### config.mk
export PLATFORM = sky130hd
export DESIGN_NAME = hbridge_sequencer
export DESIGN_NICKNAME = d
export VERILOG_FILES = /design/src/rtl/hbridge_sequencer.sv
export SDC_FILE = /design/constraint.sdc
export NUM_CORES = 1
export LEC_CHECK = 0
export ABC_AREA = 1
export ABC_CLOCK_PERIOD_IN_PS = 2100
export CAP_MARGIN = 15
export CORE_ASPECT_RATIO = 0.5
export CORE_UTILIZATION = 40
export CTS_CLUSTER_SIZE = 25
export DETAILED_ROUTE_END_ITERATION = 10
export MAX_ROUTING_LAYER = met4
export SYNTH_ARGS = -nofsm -noshare
export SYNTH_HDL_FRONTEND = slang
export SYNTH_SLANG_ARGS = --single-unit
### constraint.sdc
create_clock -name i_clock -period 2.1 [get_ports i_clock]
set_clock_uncertainty 0.05 [all_clocks]
set_input_delay 0.315 -clock i_clock [delete_from_list [all_inputs] [get_ports i_clock]]
set_output_delay 0.315 -clock i_clock [all_outputs]
set_load 0.005 [all_outputs]
### src/rtl/hbridge_sequencer.sv
// H-bridge gate sequencer: IDLE -> BOOT (bootstrap precharge) -> PRESET -> RUN,
// with a latched FAULT on shoot-through requests and a per-output turn-on dead-time stage.
module hbridge_sequencer #(
  parameter int               N_LEG     = 2,
  parameter int               DEADTIME  = 50,
  parameter int               T_BOOT    = 1000,
  parameter int               T_PRESET  = 600,
  parameter logic [N_LEG-1:0] PRESET_HI = N_LEG'(1)
) (
  input  logic             i_clock,
  input  logic             i_RESET,
  input  logic             i_enable,
  input  logic             i_fault_clr,
  input  logic [N_LEG-1:0] i_gate_hi,
  input  logic [N_LEG-1:0] i_gate_lo,
  output logic [N_LEG-1:0] o_gate_hi,
  output logic [N_LEG-1:0] o_gate_lo,
  output logic [2:0]       o_state,
  output logic             o_running,
  output logic             o_fault
);

  typedef enum logic [2:0] {
    S_IDLE   = 3'd0,
    S_BOOT   = 3'd1,
    S_PRESET = 3'd2,
    S_RUN    = 3'd3,
    S_FAULT  = 3'd4
  } state_t;

  localparam int T_MAX = (T_BOOT > T_PRESET) ? T_BOOT : T_PRESET;
  localparam int CW    = $clog2(T_MAX + 1);
  localparam int DW    = $clog2(DEADTIME + 1);
  localparam int NB    = 2 * N_LEG;

  state_t           state_q, state_d;
  logic [CW-1:0]    cnt_q, cnt_d;
  logic             running_q, fault_q;
  logic [N_LEG-1:0] pat_hi, pat_lo;
  logic [NB-1:0]    pat;
  logic [NB-1:0]    out_q;
  logic [DW-1:0]    dt_cnt_q [NB];
  logic             shoot;

  assign shoot = |(i_gate_hi & i_gate_lo);

  // Fault outranks enable loss in RUN so a shoot-through request is always latched.
  always_comb begin
    state_d = state_q;
    case (state_q)
      S_IDLE:   if (i_enable) state_d = S_BOOT;
      S_BOOT: begin
        if (!i_enable)                         state_d = S_IDLE;
        else if (cnt_q == CW'(T_BOOT - 1))     state_d = S_PRESET;
      end
      S_PRESET: begin
        if (!i_enable)                         state_d = S_IDLE;
        else if (cnt_q == CW'(T_PRESET - 1))   state_d = S_RUN;
      end
      S_RUN: begin
        if (shoot)                             state_d = S_FAULT;
        else if (!i_enable)                    state_d = S_IDLE;
      end
      S_FAULT:  if (i_fault_clr && !i_enable) state_d = S_IDLE;
      default:  state_d = S_IDLE;
    endcase
  end

  always_comb begin
    cnt_d = cnt_q;
    if (state_d != state_q)  cnt_d = '0;
    else if (cnt_q != '1)    cnt_d = cnt_q + CW'(1);
  end

  // Pattern follows the next state; a leg requesting both gates is blanked entirely.
  always_comb begin
    pat_hi = '0;
    pat_lo = '0;
    case (state_d)
      S_BOOT:   pat_lo = '1;
      S_PRESET: begin
        pat_hi = PRESET_HI;
        pat_lo = ~PRESET_HI;
      end
      S_RUN: begin
        pat_hi = i_gate_hi & ~i_gate_lo;
        pat_lo = i_gate_lo & ~i_gate_hi;
      end
      default: ;
    endcase
  end

  assign pat = {pat_lo, pat_hi};

  always_ff @(posedge i_clock or negedge i_RESET) begin
    if (!i_RESET) begin
      state_q   <= S_IDLE;
      cnt_q     <= '0;
      running_q <= 1'b0;
      fault_q   <= 1'b0;
    end else begin
      state_q   <= state_d;
      cnt_q     <= cnt_d;
      running_q <= (state_d == S_RUN);
      fault_q   <= (state_d == S_FAULT);
    end
  end

  // Turn-off is immediate; turn-on needs DEADTIME consecutive 1 samples.
  always_ff @(posedge i_clock or negedge i_RESET) begin
    if (!i_RESET) begin
      out_q <= '0;
      for (int i = 0; i < NB; i++) dt_cnt_q[i] <= '0;
    end else begin
      for (int i = 0; i < NB; i++) begin
        if (!pat[i]) begin
          dt_cnt_q[i] <= '0;
          out_q[i]    <= 1'b0;
        end else if (dt_cnt_q[i] == DW'(DEADTIME - 1)) begin
          out_q[i]    <= 1'b1;
        end else begin
          dt_cnt_q[i] <= dt_cnt_q[i] + DW'(1);
        end
      end
    end
  end

  assign o_gate_hi = out_q[N_LEG-1:0];
  assign o_gate_lo = out_q[NB-1:N_LEG];
  assign o_state   = state_q;
  assign o_running = running_q;
  assign o_fault   = fault_q;

endmodule
# ---- Word level (Yosys, flattened, before mapping)
# Cells that the tools add are included.
# Widths: inputs -> output; s select.
dict set report word_totals {
  reg_bits 43
  output_inout_bits 9
  wordCells 80
}
dict set report op_classes {
  n_addsub 5
  n_eq_ne 24
  n_mux 29
  n_bitwise 5
  reduce_logical 5
}
# operator count
set ops {}
lappend ops {{$mux 6} 8}
lappend ops {{$add 6x1->6 const B} 4}
lappend ops {{$eq 6x6->1 const B} 4}
lappend ops {{$mux 3} 8}
lappend ops {{$eq 10x10->1 const B} 2}
lappend ops {{$mux 10} 2}
lappend ops {{$pmux 3 s5} 1}
lappend ops {{$eq 3x2->1 const B} 4}
lappend ops {{$add 10x1->10 const B} 1}
lappend ops {{$ne 10x10->1 const B} 1}
lappend ops {{$mux 1} 8}
lappend ops {{$ne 2x1->1 const B} 4}
lappend ops {{$ne 2x2->1 const B} 4}
lappend ops {{$and 2x2->2} 3}
lappend ops {{$eq 3x1->1 const B} 2}
lappend ops {{$eq 3x3->1 const B} 2}
lappend ops {{$pmux 2 s3} 1}
lappend ops {{$not 2->2} 2}
lappend ops {{$pmux 2 s2} 1}
lappend ops {{$logic_not 3->1} 1}
lappend ops {{$ne 3x3->1} 1}
lappend ops {{$reduce_bool 2->1} 1}
lappend ops {{$reduce_or 2->1} 1}
lappend ops {{$logic_and 1x1->1} 1}
lappend ops {{$logic_not 1->1} 1}

# ---- Longest topological paths before layout
# Gate-level depths: netlist of the first run.
dict set report depth {
  word_depth 7
  ltp_mapped 13
  mapped_depth_nobuf 13
}

# ---- Worst setup path before layout of the first run
# Ideal clock, no wire load.
dict set report synth_path {
  kind {flip-flop to flip-flop}
  from {register cnt_q[0]}
  to {register cnt_q[4]}
  setup_ps 120
  t_arrival_ps 1497
  required_ps 1930
  setup_slack_ps 434
  path_stages_with_launch 10
  n_path_buf 0
  path_cell_list {dfrtp_1 > ha_1 > nand2_1 > nor3_2 > nand2_1 > nor2_1 > nand2_2 > nand4_1 > xor2_1 > nor2_1}
}
dict set report synth_via {
  elab_chain_len 6
  elab_cells_between_ends 13
  cone_classes {add/sub (1); eq/ne (4); mux (7); reduce/logical (1)}
}
# item line_no
set synth_lines {}
lappend synth_lines {{start: declaration} 37} ;# logic [CW-1:0] cnt_q, cnt_d;
lappend synth_lines {{start signal: assignment} 103} ;# cnt_q <= cnt_d;
lappend synth_lines {{$eq 10x10->1, on equally long branches} {58, 54}}
lappend synth_lines {{$mux 3, on equally long branches} {58, 54}}
lappend synth_lines {{$mux 3, on equally long branches} {57, 53}}
lappend synth_lines {{$pmux 3 s5} 50} ;# case (state_q)
lappend synth_lines {{$ne 3x3->1} 71} ;# if (state_d != state_q) cnt_d = '0;
lappend synth_lines {{$mux 10 / $reduce_bool 2->1 (equally long branches)} --}
# Several ways; a longest one is shown, not always the timed one. The select of a mux whose other input is x is not followed.
# A chain may end at the register's enable or synchronous reset.

# ---- Worst setup path after layout of the first run
dict set report layout_path {
  from {register cnt_q[0]}
  to {register dt_cnt_q[6] (netlist bit)}
}
dict set report layout_via {
  elab_chain_len 7
  elab_cells_between_ends 13
  cone_classes {eq/ne (6); mux (7)}
}
# item line_no
set layout_lines {}
lappend layout_lines {{$eq 10x10->1, on equally long branches} {58, 54}}
lappend layout_lines {{$mux 3, on equally long branches} {58, 54}}
lappend layout_lines {{$mux 3, on equally long branches} {57, 53}}
lappend layout_lines {{$pmux 3 s5 (*)} 50}
lappend layout_lines {{net state_d[1]} 36} ;# state_t state_q, state_d;
lappend layout_lines {{$eq 3x2->1 / $eq 3x1->1 (equally long branches)} 79} ;# case (state_d)
lappend layout_lines {{$pmux 2 s3 (*)} 79}
lappend layout_lines {{$ne 2x2->1 (no line) / $mux 6 (equally long branches)} --}
lappend layout_lines {{end signal: indexed assignment} 122} ;# dt_cnt_q[i] <= dt_cnt_q[i] + DW'(1);
lappend layout_lines {{end: declaration} 42} ;# logic [DW-1:0] dt_cnt_q [NB];
# Mark *: on every way through the listed nets, which the timed path passes. The rest lies on a longest branch.

==> flow_metrics.tcl, run 1 <==
set metrics [dict create \
    status "finished, final reports clean" \
    routabilityCongestion 0.839 \
    syn_to_final_growth_pct 19.1 \
    max_slew_margin_pct 62.2 \
    die_area_mm2 0.00628 \
    yosysWarnings 0 \
    io_buffers 16 \
    yosys-top-cells-area "dfrtp_1, nand2_1, nor2_1" \
    syn_avg_cell_area_um2 8.24 \
    hold_viol 0 \
    switching_share_pct 21.7 \
    worst_hold_slack_ns 0.0405 \
    max-vdd-ir-drop_v 0.000311 \
    die_h_um 56.6 \
    reg2reg_slack_ns 0.18 \
    start_kind "flop" \
    power.density_mw_per_mm2 716 \
    grt_first_pass_wirelength_um 8000 \
    yosysTopAreaCell "dfrtp_1" \
    start_util_pct 42.4 \
    hp-class "in -> async" \
    fmax_mhz 520 \
    fin_nets 331 \
    rr_worst_depth 12 \
    drt-total-wl_um 4600 \
    pin_count 17 \
    clock_latency_ns 0.29 \
    wl_per_cell_um 11.8 \
    clock_path_buffers 2 \
    p_comb_share_pct 7.9 \
    setup_viol 0 \
    drtIter0Drc 34 \
    crit_path_frequent_cell "nand2_1" \
    p_int_mw 1.59 \
    syn_nets 306 \
    cts_tree "built" \
    antenna_found_initial 0 \
    cts_max_level 2 \
    crit_required_ns 2.23 \
    syn_area_mm2 0.00238 \
    syn_inst 289 \
    clkTransAtPathRegs_ns 0.06 \
    clockPowerShare_pct 49.2 \
    path_class "reg -> reg" \
    vias_per_cell 4.77 \
    firstDrtPassIters 4 \
    synth_ff_type "dfrtp_1" \
    cts_root_buf "clkbuf_16" \
    async_reset_ff_share_pct 100 \
    synth_edf_count 0 \
    drc 0 \
    cpLargestDelayFamily "simple AND/OR/NAND/NOR gates" \
    p_seq_share_pct 42.9 \
    p_leak_nw 1.33 \
    ant_nets 0 \
    cp-end-kind "flop" \
    grt_max_degree 44 \
    grt_pass1_vias 1789 \
    rsz0062_at_grt "no" \
    arrival_ns 2.05 \
    std_cell_rows 19 \
    dp_hpwl_um 3310 \
    ys_top_cells_by_count "nand2_1, dfrtp_1, nor2_1" \
    fin_tns_setup_ns 0 \
    synth_top_cell_area_share_pct 45.2 \
    die_w_um 111 \
    critPathMaxFanout 9 \
    r2r_start "cnt_q[0]" \
    yosys_register_bits 43 \
    slew_viol_final 0 \
    period_share_pct 91.5 \
    post-route-util_pct 50.6 \
    cpPeakStageDelay_ns 0.39 \
    synth.distinct_cells 26 \
    p_switching_mw 0.441 \
    cap_violations 0 \
    core_mm2 0.00561 \
    clkSinkCount 43 \
    crit_chain "ha_2 -> nand2_1 -> nor2_2 -> nand4_1 -> nand2_1 -> inv_1 -> nor2_8 -> nand2_1 -> nand2_2 -> inv_2 -> nand3_1 -> nand2_1" \
    numCtsBuffers 5 \
    critical-path-slowest-cell "dfrtp_1" \
    post_cts_buffers 0 \
    drive_gt1_share_pct 13.7 \
    track_usage_pct 17.1 \
    yosysMostFrequentCell "nand2_1" \
    worst_pin_slew_ns 0.567 \
    critPathBufInv 2 \
    min_period_ns 1.92 \
    vias 1851 \
    overflow 0 \
    timing.rr.end "dt_cnt_q[6]" \
    antenna_cells 0 \
    ys_seq_area_share_pct 45.2 \
]
## cells by family after synthesis
family / synth area share, %
buf+inv: 7.25
simple gates: 32.6
flops: 45.2
xor+xnor: 5.52
compound gates: 4.68
fa+ha+maj: 4.73
## worst register-to-register path, stage by stage, from the launching register on
cell,delay (ns)
dfrtp_1,0.39
ha_2,0.21
nand2_1,0.09
nor2_2,0.16
nand4_1,0.11
nand2_1,0.10
inv_1,0.09
nor2_8,0.16
nand2_1,0.09
nand2_2,0.16
inv_2,0.07
nand3_1,0.07
nand2_1,0.06
## timing repair
item | 4_1_cts | 5_1_grt
hold buffers | 0 | 0
hold endpoints to repair | 0 | 0
endpoints found under the setup margin | 0 | 5
resized for setup | 0 | 2
## layer usage
metal  vias to the layer above  GRT usage [%]  share of wire, %
met2                        14           27.4                47
met1                       862           20.8                49
met4                         0           6.56               1.2
li1                        969              -                 -
met3                         6           4.86               2.4
met5                         -              -                 0
## layout by cell type (no fill, tap or decap), types with 7 or more instances in the layout
master	synthesis	final
clkdlybuf4s50_1	0	15
dfrtp_1	43	43
ha_1	9	8
inv_1	40	40
nand2_1	47	47
nand2_2	9	9
nand3_1	24	24
nand4_1	14	14
nor2_1	43	42
nor2_2	7	8
o21ai_0	10	10
xnor2_1	7	7
xor2_1	8	8
## flip-flops by register name, indices dropped and copies added (netlist names)
register	flops
o_state	3
dt_cnt_q	24
cnt_q	10
o_fault	1
o_running	1
out_q	4
## how the worst max path moves through the flow
stage | endpoint | cells after the start | from
4_1_cts | dt_cnt_q[6] | 12 | cnt_q[0]
3_3_place_gp | dt_cnt_q[7] | 13 | i_gate_lo[0]
5_1_grt | dt_cnt_q[6] | 12 | cnt_q[0]
2_1_floorplan | cnt_q[4] | 9 | cnt_q[0]
6_report | dt_cnt_q[6] | 12 | cnt_q[0]
3_5_place_dp | dt_cnt_q[6] | 13 | i_gate_lo[0]
## final cells by class
class	instances	area (um2)
fill	516	2770
multi-input combinational	200	1140
sequential	43	1080
inverter	46	173
timing repair buffer	18	170
clock buffer	6	129
tap	73	91.3
clock inverter	2	60.1
## power by group through the flow
stage	sequential (mW)	combinational, mW	clock [mW]
finish	0.872	0.160	0.999
global route	0.876	0.185	1.05
CTS	0.873	0.161	1.02
detailed placement	0.886	0.159	0
floorplan	0.881	0.104	0
global placement	0.886	0.155	0
## through the flow
step	total power, mW	instance area, um2	worst slack (ns)	cells
after floorplan	0.985	2380	0.434	289
after global placement	1.04	2640	0.0460	380
after detailed placement	1.05	2640	0.0174	380
after CTS	2.05	2830	0.142	388
after global routing	2.12	2840	0.000825	388
final	2.03	2840	0.178	388
(Power assumes the default switching activity.)
==> run 2, diff against run 1 <==
- GPL_TIMING_DRIVEN: unset -> 0
==> flow_metrics.tcl, run 2 (same netlist as run 1, synthesis figures left out) <==
set metrics [dict create \
    p_seq_share_pct 44.7 \
    max-vdd-ir-drop_v 0.000393 \
    p_leak_nw 1.34 \
    postLayoutCellArea_mm2 0.00286 \
    antenna_cells 0 \
    placed_area_mm2 0.00265 \
    period_share_pct 92.5 \
    vias 1852 \
    power.density_mw_per_mm2 680 \
    die_w_um 111 \
    slew_viol_final 0 \
    numCtsBuffers 5 \
    cts_tree "built" \
    hp-class "in -> async" \
    grt_pass1_vias 1838 \
    overflow 0 \
    cp-end-kind "flop" \
    max_slew_margin_pct 76.7 \
    start_util_pct 42.4 \
    largest_register_ffs 24 \
    cpPeakStageDelay_ns 0.38 \
    clkTransAtPathRegs_ns 0.06 \
    drtIter0Drc 39 \
    crit_required_ns 2.21 \
    clock_path_buffers 2 \
    p_comb_share_pct 9.0 \
    status "finished, final reports clean" \
    min_period_ns 1.94 \
    layout_common_cells "nand2_1, dfrtp_1, nor2_1, inv_1, nand3_1" \
    setup_viol 0 \
    path_class "reg -> reg" \
    start_kind "flop" \
    routabilityCongestion 0.773 \
    reg2reg_slack_ns 0.16 \
    drc 0 \
    clock_latency_ns 0.28 \
    track_usage_pct 16.2 \
    fin_nets 333 \
    worst_hold_slack_ns 0.374 \
    io_buffers 16 \
    p_switching_mw 0.433 \
    r2r_start "cnt_q[0]" \
    pre_cts_slack_ns 0.0172 \
    worst_pin_slew_ns 0.346 \
    die_area_mm2 0.00628 \
    antenna_found_initial 0 \
    syn_to_final_growth_pct 20.2 \
    critical-path-slowest-cell "dfrtp_1" \
    grt_first_pass_wirelength_um 7840 \
    cts_root_buf "clkbuf_16" \
    drt-total-wl_um 4280 \
    clkSinkCount 43 \
    fmax_mhz 515 \
    p_int_mw 1.51 \
    dp_hpwl_um 3170 \
    clockPowerShare_pct 46.2 \
    wl_per_cell_um 11.0 \
    ant_nets 0 \
    vias_per_cell 4.75 \
    cap_violations 0 \
    switching_share_pct 22.3 \
    core_mm2 0.00561 \
    cts_max_level 2 \
    grt_max_degree 36 \
    pin_count 17 \
    largest_register "dt_cnt_q" \
    top_regs "dt_cnt_q (24), cnt_q (10), out_q (4)" \
    setup_ws_ns 0.157 \
    die_h_um 56.6 \
    rsz0062_at_grt "no" \
    drive_gt1_share_pct 14.2 \
    layout_commonest_cell "nand2_1" \
    arrival_ns 2.06 \
    std_cell_rows 19 \
    startpoint "cnt_q[0]" \
    firstDrtPassIters 4 \
    critPathMaxFanout 9 \
    crit_chain "ha_2 -> nand2_1 -> nor3_2 -> nand2_1 -> nor2_1 -> nand2_2 -> nand4_1 -> xor2_1 -> nor2_1" \
    hold_viol 0 \
]
run 2: worst paths after layout:
kind | end | cells past startpoint
worst max-delay path | cnt_q[4] | 9
worst min-delay path | dt_cnt_q[23] | 2
worst min register to register | out_q[0] | 2
worst max register to register | cnt_q[4] | 9
max in group asynchronous | out_q[2] | 3
min in group i_clock | out_q[0] | 2
run 2: layout make-up:
| class | count | area [um2] |
|---|---|---|
| Multi-Input combinational cell | 200 | 1150 |
| Clock buffer | 6 | 139 |
| Fill cell | 541 | 2750 |
| Timing Repair Buffer | 20 | 200 |
| Clock inverter | 2 | 35.0 |
| Inverter | 46 | 173 |
| Tap cell | 73 | 91.3 |
| Sequential cell | 43 | 1080 |
run 2: timing repair:
| item | 4_1_cts | 5_1_grt |
|---|---|---|
| hold buffers | 1 | 0 |
| gates resized for setup | 0 | 4 |
| endpoints found under the setup margin | 0 | 24 |
| hold endpoints to repair | 8 | 0 |
| setup buffers | 0 | 2 |
run 2: through the flow:
stage / instances / power [mW] / TNS, ns / utilization (%)
finish: 390 / 1.95 / 0 / 51.0
detailed placement: 379 / 1.05 / 0 / 47.2
CTS: 388 / 1.95 / 0 / 50.5
global placement: 378 / 1.04 / -21.13 / 46.9
floorplan: 289 / 0.985 / 0 / -
global route: 390 / 2.03 / 0 / 51.0
run 2: power groups by stage:
stage,Sequential (mW),Combinational [mW],Clock [mW]
finish,0.870,0.176,0.899
global route,0.873,0.204,0.955
detailed placement,0.887,0.163,0
CTS,0.871,0.165,0.916
floorplan,0.881,0.104,0
global placement,0.886,0.154,0
run 2: layer usage:
layer	GRT usage, %	share of wire, %	vias to the layer above	wire length (um)
met3	4.21	2.4	2	101
met2	27.7	45	9	1940
met4	2.90	0.56	0	24
met1	19.8	52	863	2210
met5	-	0	-	0
li1	-	-	978	-
run 2: critical path: cells and delay by family, from the launching register on:
family	cells	cell delay, ns
AND/OR/NAND/NOR	7	1.02
adder cells (fa/ha/maj)	1	0.21
flip-flops	1	0.38
XOR/XNOR	1	0.16
==> run 3, diff against run 2 <==
- CAP_MARGIN: 15 -> unset
==> results of run 3 <==
No change in the layout: final DEF, timing and power equal those of run 2.
